<file path="src/rtl/match_pe_scheduler.sv">
// -----------------------------------------------------------------------------
// match_pe_scheduler
//
// Feeds match requests into a single match_pe_pipeline and owns that pipeline's
// scoreboard. Each accepted request takes one scoreboard entry and is issued as
// PE-width compare chunks. While a chunk matches completely, the entry is issued
// again at the next offset. The accumulated length saturates at MAX_MATCH_LEN.
// Results retire strictly in request-acceptance order through a small FIFO of
// entry indices.
//
// Entry life cycle: FREE -> INFLIGHT -> (EXTEND -> INFLIGHT)* -> DONE -> FREE
//
// Ports
//   clk, rst_n            clock, asynchronous active-low reset
//   req_*                 request in (valid/ready), head and history address
//   pe_valid/idx/last/    registered single-cycle issue into the pipeline
//   pe_head/history_addr
//   pe_o_*                pipeline result: valid, echoed last, idx, chunk length
//   rsp_*                 in-order retired result (valid/ready), total length and
//                         the request's original history address
//   busy                  at least one entry is not FREE
//
// Optional build macro: MATCH_SCHED_PERF_EN
//   Adds perf_issue_cnt, perf_ext_cnt and perf_retire_cnt (32-bit, wrapping).
//   They count issue pulses, EXTEND transitions and rsp handshakes.
// -----------------------------------------------------------------------------
module match_pe_scheduler #(
    parameter int SCOREBOARD_ENTRY_INDEX = 2,
    parameter int ADDR_W                 = 32,
    parameter int PE_WIDTH_LOG2          = 4,
    parameter int MAX_MATCH_LEN          = 64,
    parameter int LEN_W                  = 8
) (
    input  logic                              clk,
    input  logic                              rst_n,
    input  logic                              req_valid,
    output logic                              req_ready,
    input  logic [ADDR_W-1:0]                 req_head_addr,
    input  logic [ADDR_W-1:0]                 req_history_addr,
    output logic                              pe_valid,
    output logic [SCOREBOARD_ENTRY_INDEX-1:0] pe_idx,
    output logic                              pe_last,
    output logic [ADDR_W-1:0]                 pe_head_addr,
    output logic [ADDR_W-1:0]                 pe_history_addr,
    input  logic                              pe_o_valid,
    input  logic                              pe_o_last,
    input  logic [SCOREBOARD_ENTRY_INDEX-1:0] pe_o_idx,
    input  logic [PE_WIDTH_LOG2:0]            pe_o_match_len,
    output logic                              rsp_valid,
    input  logic                              rsp_ready,
    output logic [LEN_W-1:0]                  rsp_match_len,
    output logic [ADDR_W-1:0]                 rsp_history_addr,
    output logic                              busy
`ifdef MATCH_SCHED_PERF_EN
    ,
    output logic [31:0]                       perf_issue_cnt,
    output logic [31:0]                       perf_ext_cnt,
    output logic [31:0]                       perf_retire_cnt
`endif
);

    localparam int IDX_W = SCOREBOARD_ENTRY_INDEX;
    localparam int E     = 1 << IDX_W;
    localparam int CNT_W = IDX_W + 1;
    // One spare bit so acc_len + chunk (or + PW) never wraps before saturation.
    localparam int SUM_W = LEN_W + 1;

    localparam logic [SUM_W-1:0] MAX_LEN_S = SUM_W'(MAX_MATCH_LEN);
    localparam logic [SUM_W-1:0] PW_S      = SUM_W'(1 << PE_WIDTH_LOG2);

    localparam logic [1:0] ST_FREE     = 2'd0;
    localparam logic [1:0] ST_INFLIGHT = 2'd1;
    localparam logic [1:0] ST_EXTEND   = 2'd2;
    localparam logic [1:0] ST_DONE     = 2'd3;

    // Scoreboard entries
    logic [1:0]        state_q [E];
    logic [1:0]        state_d [E];
    logic [ADDR_W-1:0] head_q  [E];
    logic [ADDR_W-1:0] head_d  [E];
    logic [ADDR_W-1:0] hist_q  [E];
    logic [ADDR_W-1:0] hist_d  [E];
    logic [LEN_W-1:0]  acc_q   [E];
    logic [LEN_W-1:0]  acc_d   [E];

    // Order queue: entry indices in acceptance order
    logic [IDX_W-1:0]  order_q [E];
    logic [IDX_W-1:0]  order_d [E];
    logic [IDX_W-1:0]  rd_ptr_q, rd_ptr_d;
    logic [IDX_W-1:0]  wr_ptr_q, wr_ptr_d;
    logic [CNT_W-1:0]  cnt_q, cnt_d;

    // Holds req_ready low until the first edge after reset is released.
    logic              ready_en_q, ready_en_d;

    // Registered outputs
    logic              pe_valid_q, pe_valid_d;
    logic [IDX_W-1:0]  pe_idx_q, pe_idx_d;
    logic              pe_last_q, pe_last_d;
    logic [ADDR_W-1:0] pe_head_q, pe_head_d;
    logic [ADDR_W-1:0] pe_hist_q, pe_hist_d;
    logic              rsp_valid_q, rsp_valid_d;
    logic [LEN_W-1:0]  rsp_len_q, rsp_len_d;
    logic [ADDR_W-1:0] rsp_hist_q, rsp_hist_d;

    // Scan results
    logic              any_free, any_ext, any_busy;
    logic [IDX_W-1:0]  free_idx, ext_idx;

    // Per-cycle events
    logic              req_fire, rsp_fire, issue_fire, ext_fire;
    logic [IDX_W-1:0]  issue_idx;
    logic [ADDR_W-1:0] issue_head, issue_hist;
    logic [LEN_W-1:0]  issue_acc;
    logic [SUM_W-1:0]  res_sum;
    logic [IDX_W-1:0]  head_ent, next_head_ent;

    // NOTE: every variable written in an always_comb gets a default first, so no path can infer a latch.
    always_comb begin
        any_free = 1'b0;
        any_ext  = 1'b0;
        any_busy = 1'b0;
        free_idx = '0;
        ext_idx  = '0;
        // Scan downward so the lowest matching index is the last one written.
        for (int i = E - 1; i >= 0; i--) begin
            if (state_q[i] == ST_FREE) begin
                any_free = 1'b1;
                free_idx = IDX_W'(i);
            end else begin
                any_busy = 1'b1;
            end
            if (state_q[i] == ST_EXTEND) begin
                any_ext = 1'b1;
                ext_idx = IDX_W'(i);
            end
        end
    end

    // A pending extension always beats a new request, so acceptance is shut off
    // while any entry waits in EXTEND.
    assign req_ready = ready_en_q && any_free && !any_ext;
    assign req_fire  = req_valid && req_ready;
    assign rsp_fire  = rsp_valid_q && rsp_ready;
    assign head_ent  = order_q[rd_ptr_q];

    // NOTE: next-state logic uses blocking '=' in always_comb; only the clocked block uses '<='.
    always_comb begin
        for (int i = 0; i < E; i++) begin
            state_d[i] = state_q[i];
            head_d[i]  = head_q[i];
            hist_d[i]  = hist_q[i];
            acc_d[i]   = acc_q[i];
            order_d[i] = order_q[i];
        end
        rd_ptr_d      = rd_ptr_q;
        wr_ptr_d      = wr_ptr_q;
        ready_en_d    = 1'b1;
        pe_valid_d    = 1'b0;
        pe_idx_d      = pe_idx_q;
        pe_last_d     = pe_last_q;
        pe_head_d     = pe_head_q;
        pe_hist_d     = pe_hist_q;
        rsp_valid_d   = 1'b0;
        rsp_len_d     = rsp_len_q;
        rsp_hist_d    = rsp_hist_q;
        res_sum       = '0;
        ext_fire      = 1'b0;
        issue_fire    = 1'b0;
        issue_idx     = '0;
        issue_head    = '0;
        issue_hist    = '0;
        issue_acc     = '0;
        next_head_ent = '0;

        // Retire: the head entry is DONE whenever rsp_valid_q is set.
        if (rsp_fire) begin
            state_d[head_ent] = ST_FREE;
            rd_ptr_d          = rd_ptr_q + IDX_W'(1);
        end

        // Result: only an INFLIGHT entry accepts it; others drop it silently.
        if (pe_o_valid && (state_q[pe_o_idx] == ST_INFLIGHT)) begin
            res_sum = {1'b0, acc_q[pe_o_idx]} + SUM_W'(pe_o_match_len);
            if (res_sum > MAX_LEN_S) begin
                res_sum = MAX_LEN_S;
            end
            acc_d[pe_o_idx] = res_sum[LEN_W-1:0];
            if ((SUM_W'(pe_o_match_len) == PW_S) && !pe_o_last && (res_sum < MAX_LEN_S)) begin
                state_d[pe_o_idx] = ST_EXTEND;
                ext_fire          = 1'b1;
            end else begin
                state_d[pe_o_idx] = ST_DONE;
            end
        end

        // Issue: re-issue an extension, else start a fresh request at offset 0.
        // The issued entry is EXTEND or FREE, so it never collides with the
        // result (INFLIGHT) or retire (DONE) entry above.
        if (any_ext) begin
            issue_fire = 1'b1;
            issue_idx  = ext_idx;
            issue_head = head_q[ext_idx];
            issue_hist = hist_q[ext_idx];
            issue_acc  = acc_q[ext_idx];
        end else if (req_fire) begin
            issue_fire        = 1'b1;
            issue_idx         = free_idx;
            issue_head        = req_head_addr;
            issue_hist        = req_history_addr;
            head_d[free_idx]  = req_head_addr;
            hist_d[free_idx]  = req_history_addr;
            acc_d[free_idx]   = '0;
            order_d[wr_ptr_q] = free_idx;
            wr_ptr_d          = wr_ptr_q + IDX_W'(1);
        end

        if (issue_fire) begin
            state_d[issue_idx] = ST_INFLIGHT;
            pe_valid_d         = 1'b1;
            pe_idx_d           = issue_idx;
            pe_head_d          = issue_head + ADDR_W'(issue_acc);
            pe_hist_d          = issue_hist + ADDR_W'(issue_acc);
            pe_last_d          = ({1'b0, issue_acc} + PW_S) >= MAX_LEN_S;
        end

        // rsp_valid follows the head entry's next state, so it rises the cycle
        // after the entry turns DONE and drops right after its handshake.
        next_head_ent = order_d[rd_ptr_d];
        if ((cnt_d != '0) && (state_d[next_head_ent] == ST_DONE)) begin
            rsp_valid_d = 1'b1;
            rsp_len_d   = acc_d[next_head_ent];
            rsp_hist_d  = hist_d[next_head_ent];
        end
    end

    // Queue occupancy equals the number of non-FREE entries, so pushes never
    // find the queue full.
    assign cnt_d = cnt_q + CNT_W'(req_fire) - CNT_W'(rsp_fire);

    // NOTE: the scoreboard is only E entries deep, so its storage is reset along with the control state; every output is X-free straight out of reset.
    always_ff @(posedge clk or negedge rst_n) begin
        if (!rst_n) begin
            for (int i = 0; i < E; i++) begin
                state_q[i] <= ST_FREE;
                head_q[i]  <= '0;
                hist_q[i]  <= '0;
                acc_q[i]   <= '0;
                order_q[i] <= '0;
            end
            rd_ptr_q    <= '0;
            wr_ptr_q    <= '0;
            cnt_q       <= '0;
            ready_en_q  <= 1'b0;
            pe_valid_q  <= 1'b0;
            pe_idx_q    <= '0;
            pe_last_q   <= 1'b0;
            pe_head_q   <= '0;
            pe_hist_q   <= '0;
            rsp_valid_q <= 1'b0;
            rsp_len_q   <= '0;
            rsp_hist_q  <= '0;
        end else begin
            for (int i = 0; i < E; i++) begin
                state_q[i] <= state_d[i];
                head_q[i]  <= head_d[i];
                hist_q[i]  <= hist_d[i];
                acc_q[i]   <= acc_d[i];
                order_q[i] <= order_d[i];
            end
            rd_ptr_q    <= rd_ptr_d;
            wr_ptr_q    <= wr_ptr_d;
            cnt_q       <= cnt_d;
            ready_en_q  <= ready_en_d;
            pe_valid_q  <= pe_valid_d;
            pe_idx_q    <= pe_idx_d;
            pe_last_q   <= pe_last_d;
            pe_head_q   <= pe_head_d;
            pe_hist_q   <= pe_hist_d;
            rsp_valid_q <= rsp_valid_d;
            rsp_len_q   <= rsp_len_d;
            rsp_hist_q  <= rsp_hist_d;
        end
    end

    assign pe_valid         = pe_valid_q;
    assign pe_idx           = pe_idx_q;
    assign pe_last          = pe_last_q;
    assign pe_head_addr     = pe_head_q;
    assign pe_history_addr  = pe_hist_q;
    assign rsp_valid        = rsp_valid_q;
    assign rsp_match_len    = rsp_len_q;
    assign rsp_history_addr = rsp_hist_q;
    assign busy             = any_busy;

`ifdef MATCH_SCHED_PERF_EN
    logic [31:0] perf_issue_cnt_q, perf_issue_cnt_d;
    logic [31:0] perf_ext_cnt_q, perf_ext_cnt_d;
    logic [31:0] perf_retire_cnt_q, perf_retire_cnt_d;

    always_comb begin
        perf_issue_cnt_d  = perf_issue_cnt_q + 32'(issue_fire);
        perf_ext_cnt_d    = perf_ext_cnt_q + 32'(ext_fire);
        perf_retire_cnt_d = perf_retire_cnt_q + 32'(rsp_fire);
    end

    always_ff @(posedge clk or negedge rst_n) begin
        if (!rst_n) begin
            perf_issue_cnt_q  <= '0;
            perf_ext_cnt_q    <= '0;
            perf_retire_cnt_q <= '0;
        end else begin
            perf_issue_cnt_q  <= perf_issue_cnt_d;
            perf_ext_cnt_q    <= perf_ext_cnt_d;
            perf_retire_cnt_q <= perf_retire_cnt_d;
        end
    end

    assign perf_issue_cnt  = perf_issue_cnt_q;
    assign perf_ext_cnt    = perf_ext_cnt_q;
    assign perf_retire_cnt = perf_retire_cnt_q;
`endif

endmodule

</file>
<file path="config.mk">
export PLATFORM = sky130hd
export DESIGN_NAME = match_pe_scheduler
export DESIGN_NICKNAME = d
export VERILOG_FILES = /design/src/rtl/match_pe_scheduler.sv
export SDC_FILE = /design/constraint.sdc
export NUM_CORES = 1
export LEC_CHECK = 0
export BUFFER_PORTS_ARGS = -buffer_cell sky130_fd_sc_hd__buf_2
export CAP_MARGIN = 20
export CORE_MARGIN = 4
export CORE_UTILIZATION = 55
export CTS_CLUSTER_SIZE = 40
export DETAILED_ROUTE_END_ITERATION = 6
export GPL_TIMING_DRIVEN = 0
export PLACE_DENSITY = 0.75
export RECOVER_POWER = 25
export SKIP_LAST_GASP = 1
export SYNTH_ARGS = -nofsm -noshare
export SYNTH_HDL_FRONTEND = slang
export SYNTH_SLANG_ARGS = --single-unit
</file>
<file path="constraint.sdc">
create_clock -name clk -period 7.2 [get_ports clk]
set_input_delay 0.72 -clock clk [delete_from_list [all_inputs] [get_ports clk]]
set_output_delay 0.72 -clock clk [all_outputs]
set_load 0.02 [all_outputs]
</file>
==> flow_summary.ini <==
[power]
power_mw = 13.9
pwr-share-seq_pct = 29.6
irDropWorstVdd_v = 0.000477
power_switching_mw = 6.41
combPwrFrac_pct = 53.6
power_frac_clock_pct = 16.8
p_int_mw = 7.53
power.density_nw_per_um2 = 544
p_leak_nw = 12.4
switching_share_pct = 46.0

[run]
cap_violations = 1

[floorplanning]
coreArea_um2 = 40100
start_util_pct = 56.1
ioPinCount = 188
rows = 73
dieHeight_um = 210
dieArea_um2 = 44200
dieWidth_um = 210

[critical_path]
cp-end-kind = register
worst_ep_arrival_time_ns = 7.30
required_ns = 7.66
worstSetupPathType = reg2reg
critPathLaunchType = register
crit_path_start = state_q[7]
reg2reg_from = state_q[7]
crit_fanout = 10

[clocking]
h-tree-depth = 2
clk_pin_slew_ns = 0.06
cts_resized = 0
cts_sinks = 421
cts_tree = built
clockBufferDepth = 3
clockRootBuffer = clkbuf_16
cts_buffers = 46
clk_latency_ns = 0.60

[logic_synthesis]
ys_ff_latch = 421
synth.avg_cell_area_um2 = 9.33
netlist.area_leader.share_pct = 46.9
synth_ff_type = dfrtp_1
synth_area_um2 = 22500
synth_edf_count = 0
synth_area_leaders = dfrtp_1 (47%), nand2_1 (13%), mux2_2 (5.3%), mux2i_1 (2.8%), o21ai_0 (2.2%)
syn_nets = 2518
syn_inst = 2410
seq_area_frac_synth_pct = 46.9
yosysTopAreaCell = dfrtp_1
async_flop_share_pct = 100
yosysWarnings = 0
yosys.cell_types.count = 97

[sta]
post-route-min-period_ns = 6.83
layout_setup_ws_ns = 0.365
finalSetupViolations = 0
max_freq_ghz = 0.146
rsz0062_at_grt = false
fin_crit_sh_pct = 94.9
fin_skew_ns = 0.0277
finalHoldViolations = 0
tightestPinTransition_ns = 5.53
setup_tns_ns = 0
drv_slew = 117
slew_headroom_pct = -269

[grt]
grt_pass1_wl_mm = 117
first_global_vias = 20036
overflow = 0
antenna_found_initial = 4
grt_use_total_pct = 34.0
grt_max_degree = 117

[status]
violations = design-rule violations, max-capacitance violations, max-slew violations
outcome = complete, but fails checks

[placement]
dpl_worst_slack_ns = 0.0171
gp_congestion = 0.936
io_buffers = 187
hpwl_mm = 53.7

[drt]
avgRoutedWirePerCell_um = 23.8
vias_per_cell = 6.26
drt-initial-drc-count = 2290
drtAntennaViolNets = 0
dr_total_vias = 20049
wirelength_mm = 76.1
drc_errors = 8
drt_pass1_iterations = 7

[cells_and_area]
drive_above_1_share_pct = 19.2
synthToLayoutAreaGrowth_pct = 14.1
layout_commonest_cell = nand2_1
final_cell_mix = nand2_1 (772), dfrtp_1 (421), buf_2 (228), nor2_1 (110), mux2_2 (105)
fillers = 3331
seq_area_um2 = 10500
final_nets = 2757
multiInputGateArea_um2 = 11000

[min_path]
hp-class = in2reg
hp-start = req_head_addr[25]
[power groups by stage]
| stage | Combinational [mW] | Clock [mW] | Sequential (mW) |
|---|---|---|---|
| finish | 7.47 | 2.35 | 4.12 |
| global route | 8.00 | 2.45 | 4.23 |
| CTS | 7.34 | 2.36 | 4.09 |
| detailed placement | 7.28 | 0 | 4.13 |
| global placement | 7.10 | 0 | 4.07 |
| floorplan | 4.69 | 0 | 4.29 |
[sequential cells by signal (all words and copies together) (netlist names)]
signal            cells
acc_q                32
cnt_q                 3
head_q              128
hist_q              128
order_q               8
pe_head_addr         32
pe_history_addr      32
pe_idx                2
pe_last               1
pe_valid              1
rd_ptr_q              2
ready_en_q            1
rsp_history_addr     32
rsp_match_len         8
rsp_valid             1
state_q               8
wr_ptr_q              2
[Yosys cell counts, types with 15 or more instances]
library cell	instances
a21oi_1	67
a221oi_1	22
a222oi_1	22
a22o_1	17
a31oi_1	31
buf_1	19
buf_2	41
buf_4	15
clkbuf_1	63
dfrtp_1	421
ha_1	27
inv_1	37
mux2_2	105
mux2i_1	64
mux4_2	18
nand2_1	772
nand2b_1	35
nand3_1	50
nor2_1	110
nor3_1	31
o211ai_1	28
o21ai_0	100
xnor2_1	18
xor2_1	40
[final timing paths]
kind                                       end  slack [ns]  cells past startpoint
min reg2reg                   pe_head_addr[20]        0.46                      2
max reg2reg                pe_history_addr[30]        0.37                     21
min                                 head_q[89]        0.38                      3
max                        pe_history_addr[30]        0.37                     21
min in group asynchronous     pe_head_addr[25]        2.39                      1
max in group asynchronous      pe_head_addr[3]        1.68                      1
[through the flow]
step	hold WS [ns]	util (%)	std cells	cell area (um^2)
after floorplan	0.424	-	2410	22500
after global placement	0.448	60.0	3122	24100
after detailed placement	0.451	60.3	3127	24200
after CTS	0.246	64.0	3202	25600
after global routing	0.389	63.9	3203	25600
final	0.381	63.9	3203	25600
[layer usage]
layer  GRT usage, %  part of all wire, %  vias up
met3           7.86                   10      259
met1           46.5                   40     9755
met4           15.3                  5.0        4
met2           52.1                   45     1221
met5              0                0.035        -
li1               -                    -     8810
[timing repair]
item	in CTS	in global routing
hold buffers	0	0
setup endpoints to repair	0	10
buffers inserted	0	0
[critical path: stages, from the launching register on]
cell       delay [ns]
dfrtp_1          0.32
buf_4            0.17
and2b_4          0.22
buf_4            0.22
buf_2            0.34
clkbuf_1         0.71
clkbuf_1         0.75
clkbuf_1         0.57
a222oi_1         0.23
o21ai_0          0.18
ha_1             0.33
a21o_1           0.20
a21oi_1          0.23
nor2b_1          0.08
o21a_1           0.19
o41ai_1          0.35
buf_2            0.27
nand4bb_1        0.16
clkbuf_1         0.47
nor3_1           0.15
xor2_1           0.45
nand2_1          0.10
[cell families (layout without fill, tap and decap cells)]
family                   after synthesis  count (layout)  share of synthesized area (%)
buffers and inverters                191             457                           4.11
XOR/XNOR                              59              59                           2.33
AO/OA/AOI/OAI                        412             412                           13.2
flip-flops                           421             421                           46.9
multiplexers                         188             188                           9.98
other                                  1               3                         0.0167
adder cells (fa/ha/maj)               31              31                           1.86
AND/OR/NAND/NOR                     1107            1107                           21.6
[area by class of cell]
cell class / count / area share (%)
Clock buffer: 63 / 5.21
Clock inverter: 12 / 0.508
Sequential cell: 421 / 41.1
Antenna cell: 2 / 0.0195
Multi-Input combinational cell: 1798 / 42.9
Inverter: 40 / 0.595
Timing Repair Buffer: 192 / 4.07
Buffer: 150 / 3.00
Tap cell: 525 / 2.56
(Power assumes the default switching activity.)
